**src/rtl/if_fetch_queue_pkg.sv**
```systemverilog
// Shared widths, constants and the prefetch-queue entry layout for the IF fetch queue.
// Also provides the sequential PC step helper used by the top.
package if_fetch_queue_pkg;

  localparam int INSTR_W = 32;
  localparam int PC_W    = 32;

  localparam logic [INSTR_W-1:0] NOP_INSTR = 32'h0;
  localparam logic [PC_W-1:0]    PC_STEP   = 32'd4;

  // One prefetch-queue slot: the fetched word together with its PC+4.
  typedef struct packed {
    logic [INSTR_W-1:0] instr;
    logic [PC_W-1:0]    pc_incr;
  } fetch_entry_t;

  localparam int ENTRY_W = $bits(fetch_entry_t);

  function automatic logic [PC_W-1:0] pc_next(input logic [PC_W-1:0] pc);
    return pc + PC_STEP;
  endfunction

endpackage

```
**src/rtl/if_fetch_queue_sync_fifo.sv**
```systemverilog
// Generic synchronous FIFO with clear, occupancy count and combinational head.
// DEPTH need not be a power of two; pointers wrap explicitly.
module sync_fifo #(
  parameter int W     = 32,
  parameter int DEPTH = 4
) (
  input  logic                       clk,
  input  logic                       rst,
  input  logic                       clr,
  input  logic                       push,
  input  logic [W-1:0]               push_data,
  input  logic                       pop,
  output logic [W-1:0]               head,
  output logic [$clog2(DEPTH+1)-1:0] count,
  output logic                       full,
  output logic                       empty
);

  localparam int PTR_W = (DEPTH > 1) ? $clog2(DEPTH) : 1;
  localparam int CNT_W = $clog2(DEPTH + 1);

  logic [W-1:0]     mem [DEPTH];
  logic [PTR_W-1:0] rd_ptr;
  logic [PTR_W-1:0] wr_ptr;
  logic             do_push;
  logic             do_pop;

  function automatic logic [PTR_W-1:0] bump(input logic [PTR_W-1:0] p);
    if (p == PTR_W'(DEPTH - 1)) return '0;
    return p + PTR_W'(1);
  endfunction

  assign empty   = (count == '0);
  assign full    = (count == CNT_W'(DEPTH));
  assign do_pop  = pop && !empty;
  // A push into a full FIFO is only legal when the head leaves in the same cycle.
  assign do_push = push && (!full || do_pop);
  assign head    = mem[rd_ptr];

  always_ff @(posedge clk) begin
    if (!rst || clr) begin
      rd_ptr <= '0;
      wr_ptr <= '0;
      count  <= '0;
    end else begin
      if (do_push) wr_ptr <= bump(wr_ptr);
      if (do_pop)  rd_ptr <= bump(rd_ptr);
      if (do_push && !do_pop)      count <= count + CNT_W'(1);
      else if (do_pop && !do_push) count <= count - CNT_W'(1);
    end
  end

  // Storage needs no reset: entries are only observed while counted valid.
  always_ff @(posedge clk) begin
    if (do_push) mem[wr_ptr] <= push_data;
  end

endmodule

```
**src/rtl/if_fetch_queue.sv**
```systemverilog
// Instruction-fetch front end: issues sequential imem reads, buffers returned words with
// their PC+4 and presents the queue head to IF/ID, flushing on redirect.
module if_fetch_queue
  import if_fetch_queue_pkg::*;
#(
  parameter int              DEPTH      = 4,
  parameter int              MAX_OUTSTD = 2,
  parameter logic [PC_W-1:0] RESET_PC   = 32'h0
) (
  input  logic               clk,
  input  logic               rst,
  output logic               imem_req,
  output logic [PC_W-1:0]    imem_addr,
  input  logic               imem_gnt,
  input  logic               imem_rvalid,
  input  logic [INSTR_W-1:0] imem_rdata,
  input  logic               id_stall,
  input  logic               redirect,
  input  logic [PC_W-1:0]    redirect_pc,
  output logic               instr_valid,
  output logic [INSTR_W-1:0] instr_out,
  output logic [PC_W-1:0]    pc_incr_out
);

  localparam int QCNT_W = $clog2(DEPTH + 1);
  localparam int IN_W   = $clog2(MAX_OUTSTD + 1);
  localparam int OCC_W  = $clog2(DEPTH + MAX_OUTSTD + 1);

  logic [PC_W-1:0]   fetch_pc;
  logic              run;
  logic [IN_W-1:0]   discard;
  logic [IN_W-1:0]   inflight;
  logic [QCNT_W-1:0] q_count;
  logic              q_full;
  logic              q_empty;
  logic              tag_full;
  logic              tag_empty;
  logic [PC_W-1:0]   tag_head;
  fetch_entry_t      q_head;
  fetch_entry_t      q_push_data;
  logic [OCC_W-1:0]  occupancy;
  logic              issue;
  logic              rsp;
  logic              keep_word;
  logic              pop_head;

  // Counting in-flight reads against queue space means a response can never overflow.
  assign occupancy = OCC_W'(q_count) + OCC_W'(inflight);
  assign imem_req  = run && !redirect && !tag_full && !q_full &&
                     (occupancy < OCC_W'(DEPTH));
  assign imem_addr = fetch_pc;
  assign issue     = imem_req && imem_gnt;

  // A response with nothing outstanding (e.g. one issued before reset) is ignored.
  assign rsp       = imem_rvalid && !tag_empty;
  assign keep_word = rsp && (discard == '0) && !redirect;
  assign pop_head  = !q_empty && !id_stall && !redirect;

  assign q_push_data.instr   = imem_rdata;
  assign q_push_data.pc_incr = tag_head;

  // Tag FIFO: PC+4 of every issued read; its occupancy is the in-flight count.
  sync_fifo #(
    .W    (PC_W),
    .DEPTH(MAX_OUTSTD)
  ) u_tag_fifo (
    .clk      (clk),
    .rst      (rst),
    .clr      (1'b0),
    .push     (issue),
    .push_data(pc_next(fetch_pc)),
    .pop      (rsp),
    .head     (tag_head),
    .count    (inflight),
    .full     (tag_full),
    .empty    (tag_empty)
  );

  sync_fifo #(
    .W    (ENTRY_W),
    .DEPTH(DEPTH)
  ) u_instr_queue (
    .clk      (clk),
    .rst      (rst),
    .clr      (redirect),
    .push     (keep_word),
    .push_data(q_push_data),
    .pop      (pop_head),
    .head     (q_head),
    .count    (q_count),
    .full     (q_full),
    .empty    (q_empty)
  );

  // run holds off requests for the first cycle after any reset edge.
  always_ff @(posedge clk) begin
    if (!rst) begin
      fetch_pc <= RESET_PC;
      discard  <= '0;
      run      <= 1'b0;
    end else begin
      run <= 1'b1;
      if (redirect) begin
        fetch_pc <= redirect_pc;
        discard  <= rsp ? inflight - IN_W'(1) : inflight;
      end else begin
        if (issue) fetch_pc <= pc_next(fetch_pc);
        if (rsp && (discard != '0)) discard <= discard - IN_W'(1);
      end
    end
  end

  assign instr_valid = !q_empty;
  assign instr_out   = instr_valid ? q_head.instr : NOP_INSTR;
  assign pc_incr_out = instr_valid ? q_head.pc_incr : '0;

endmodule
```
**config.mk**
```make
export PLATFORM = sky130hd
export DESIGN_NAME = if_fetch_queue
export DESIGN_NICKNAME = d
export VERILOG_FILES = /design/src/rtl/if_fetch_queue_pkg.sv /design/src/rtl/if_fetch_queue_sync_fifo.sv /design/src/rtl/if_fetch_queue.sv
export SDC_FILE = /design/constraint.sdc
export NUM_CORES = 1
export LEC_CHECK = 0
export ABC_AREA = 1
export BUFFER_PORTS_ARGS = -buffer_cell sky130_fd_sc_hd__buf_2
export CORE_MARGIN = 2
export CORE_UTILIZATION = 59
export CTS_CLUSTER_DIAMETER = 40
export CTS_CLUSTER_SIZE = 14
export DETAILED_ROUTE_END_ITERATION = 8
export PLACE_DENSITY = 0.8
export REMOVE_ABC_BUFFERS = 1
export SLEW_MARGIN = 15
export SYNTH_ARGS = -nofsm -noshare
export SYNTH_HDL_FRONTEND = slang
export SYNTH_HIERARCHICAL = 1
export SYNTH_SLANG_ARGS = --single-unit
export TNS_END_PERCENT = 10
```
**constraint.sdc**
```tcl
create_clock -name clk -period 5.51 [get_ports clk]
set_clock_uncertainty 0.2 [all_clocks]
set_input_delay 0.551 -clock clk [delete_from_list [all_inputs] [get_ports clk]]
set_output_delay 0.551 -clock clk [all_outputs]
set_load 0.02 [all_outputs]
```
==> run metrics <==
Routed WL per cell=17.45 um; # resized after CTS=0; area share of the largest cell type after synthesis=approximately 60%; # nets final=1,647; PwrDens=332.0 mW/mm^2; Netlist cell types=44; family with the most delay on the worst path=buffers and inverters; Initial DRC Count=between 1,000 and 1,500; top_reg_cell synth=edfxtp_1; # IOs=~170; M2 GR Usage=39.40%; RePlAce Congestion=0.9328; DR vias/cell=around 5.5; CTS root buffer=clkbuf_16; Reg clk slew, reported paths=around 0.060 ns; Critical-path top delay cell=inv_4; Synth area leader=edfxtp_1; critical path arrival=about 3.2 ns; GR Overflow Total=0; fin util=68.20%; Buf+Inv Stages, Crit Path=4; die height=about 170 um; number of flops mapped to enable cells by yosys=between 300 and 400; vias in the first global route=between 10,000 and 15,000; Worst Setup Path Type=register to output port; global-route wire length before repair=~53 mm; die width=about 170 um; CTS max path bufs=3; Tcrit/Tclk final=between 70 and 80%; Worst IR Drop VDD=about 0.2 mV; Worst slew margin=22.51%; htree depth=2; Final setup viols=0; Setup crit end kind=output port; CTS tree=yes; Initial Util=just under 60%; row count=60; Async SR Flop Fraction=0%; HP Start=imem_rdata[5]; diode count=0; Min Clock Period, post-route=between 3 and 4 ns; P&R area growth vs syn=14.51%; post-DP HPWL=approximately 20 mm; layout cells sized above 1=around 19%; leading cell type in the layout, fill and taps excluded=edfxtp_1; Cells after DPL=1,864; latest clock arrival within the worst-skew pair=between 0.5 and 0.6 ns; fin cells=between 1,500 and 2,000; DRT Pass-1 Iters=5; Die Area=0.02831 sq mm; WL final=around 34 mm; clock sinks=between 300 and 400; Mean Syn Cell Area=approximately 11 sq um; CTS Hold Bufs=0; Synth area leaders=edfxtp_1 60%, dfxtp_1 6.2%, nor2_1 6.1%; FMAX=approximately 260 MHz; RSZ-0062 raised after global routing=no; core region area=0.02673 sq mm; CP peak stage delay=slightly below 0.7 ns; Mapped Cells=~1,400; status=finished, final reports clean; FF+latch count, synth=around 370; worst-path cell chain=inv_4 > buf_4 > o21ai_0 > o22ai_1 > inv_1 > nor2_1 > buf_2; CP max FO=83; WP data required=between 4 and 5 ns; gr busiest metal=met2; most frequent cells in the layout=320 x edfxtp_1, 253 x nor2_1, 187 x nand2_1; actual slew at the worst max-slew pin=about 1.2 ns; count of final hold-check violations=0; postcts setup bufs=0; Residual DRC=0; Buffers on Ports=167; yosys synthesis warning count=6; max_cap viols=0; number of CTS-inserted buffers=41; Worst Hold Class=primary input to register; met3 usage=under 10%; M1 GR Usage=around a third; Setup TNS Final=0 ns; Setup crit start kind=register; global-route usage over all layers=approximately a quarter; Final Slew Violations=0; Pleak=0.007239 uW; origin of the critical flop-to-flop path=u_tag_fifo/count[1]; initial antenna violation count=0; Routed Antenna Nets=0; largest net degree at the start of global routing=84; Syn Std Cell Area=between 0.015 and 0.02 sq mm; vias post-DR=roughly 11,000; post-synthesis sequential area ratio=roughly two thirds
[cell type report]
class / instances / area (sq um)
Timing Repair Buffer: 178 / 930.9
Clock buffer: 48 / 1052
Inverter: 149 / 566.8
Sequential cell: 369 / 10600
Tap cell: 341 / 426.7
Clock inverter: 24 / 312.8
Multi-Input combinational cell: 827 / 4340
Fill cell: 1905 / 8499
[kinds of logic after synthesis]
logic type / share of synthesized area (%)
and+or+nand+nor: 14.08
xor gates and xnor gates: 1.069
DFF: 66.54
other: 0.02356
muxes: 2.971
adders and majority gates: 0.9119
AOI/OAI and AO/OA: 7.987
buffers and inverters: 6.422
[sequential cells by signal (all words and copies together), names as in the netlist, named ones only]
name,cells
u_instr_queue/count,3
u_tag_fifo/wr_ptr,1
u_tag_fifo/count,2
u_instr_queue/wr_ptr,2
u_instr_queue/mem,256
run,1
imem_addr,32
u_tag_fifo/mem,64
discard,2
u_instr_queue/rd_ptr,2
u_tag_fifo/rd_ptr,1
[per-layer routing]
| metal | part of all wire [%] | vias to the layer above | wire [um] |
|---|---|---|---|
| met1 | 42 | 5050 | 14060 |
| met2 | 49 | 464 | 16400 |
| met3 | 6.8 | 76 | 2303 |
| li1 | - | 5127 | - |
| met5 | 0 | - | 0 |
| met4 | 3.0 | 0 | 1015 |
[worst paths after layout]
check                                           endpoint  slack (ns)  cells past startpoint
worst max-delay path                       instr_out[13]        1.60                      7
worst min-delay path            u_instr_queue/mem[3][37]        0.03                      1
worst max register to register  u_instr_queue/mem[1][49]        1.98                      5
worst min register to register                discard[1]        0.30                      2
[cell usage after synthesis, drive strengths merged, types with 2 or more instances]
library cell	instances
o22ai	64
and2	5
nand3b	7
a21boi	7
nor3	4
nor2	268
edfxtp	320
clkinv	2
buf	32
dfxtp	49
o21ai	142
nand4	2
ha	10
inv	147
nand3	51
clkbuf	33
mux2	32
nand2	193
xnor2	5
a21oi	20
xor2	11
[power breakdown]
part | switching (uW) | total (uW) | internal (uW) | leakage, uW
combinational | 141 | 216 | 75.7 | 0.00326
clock | 1110 | 2750 | 1640 | 0.000654
sequential | 29.6 | 3090 | 3060 | 0.00332
total | 1280 | 6050 | 4770 | 0.00724
[per-stage QoR]
step,power (uW),hold WS [ns],setup WS (ns),area [sq um]
after floorplan,3260,0.2617,0.04371,15460
after global placement,3351,0.2704,1.750,16860
after detailed placement,3360,0.2839,1.591,16860
after CTS,6085,0.01901,1.608,18230
after global routing,6211,0.02703,1.379,18230
final,6051,0.03029,1.597,18230
(Power assumes the default switching activity.)
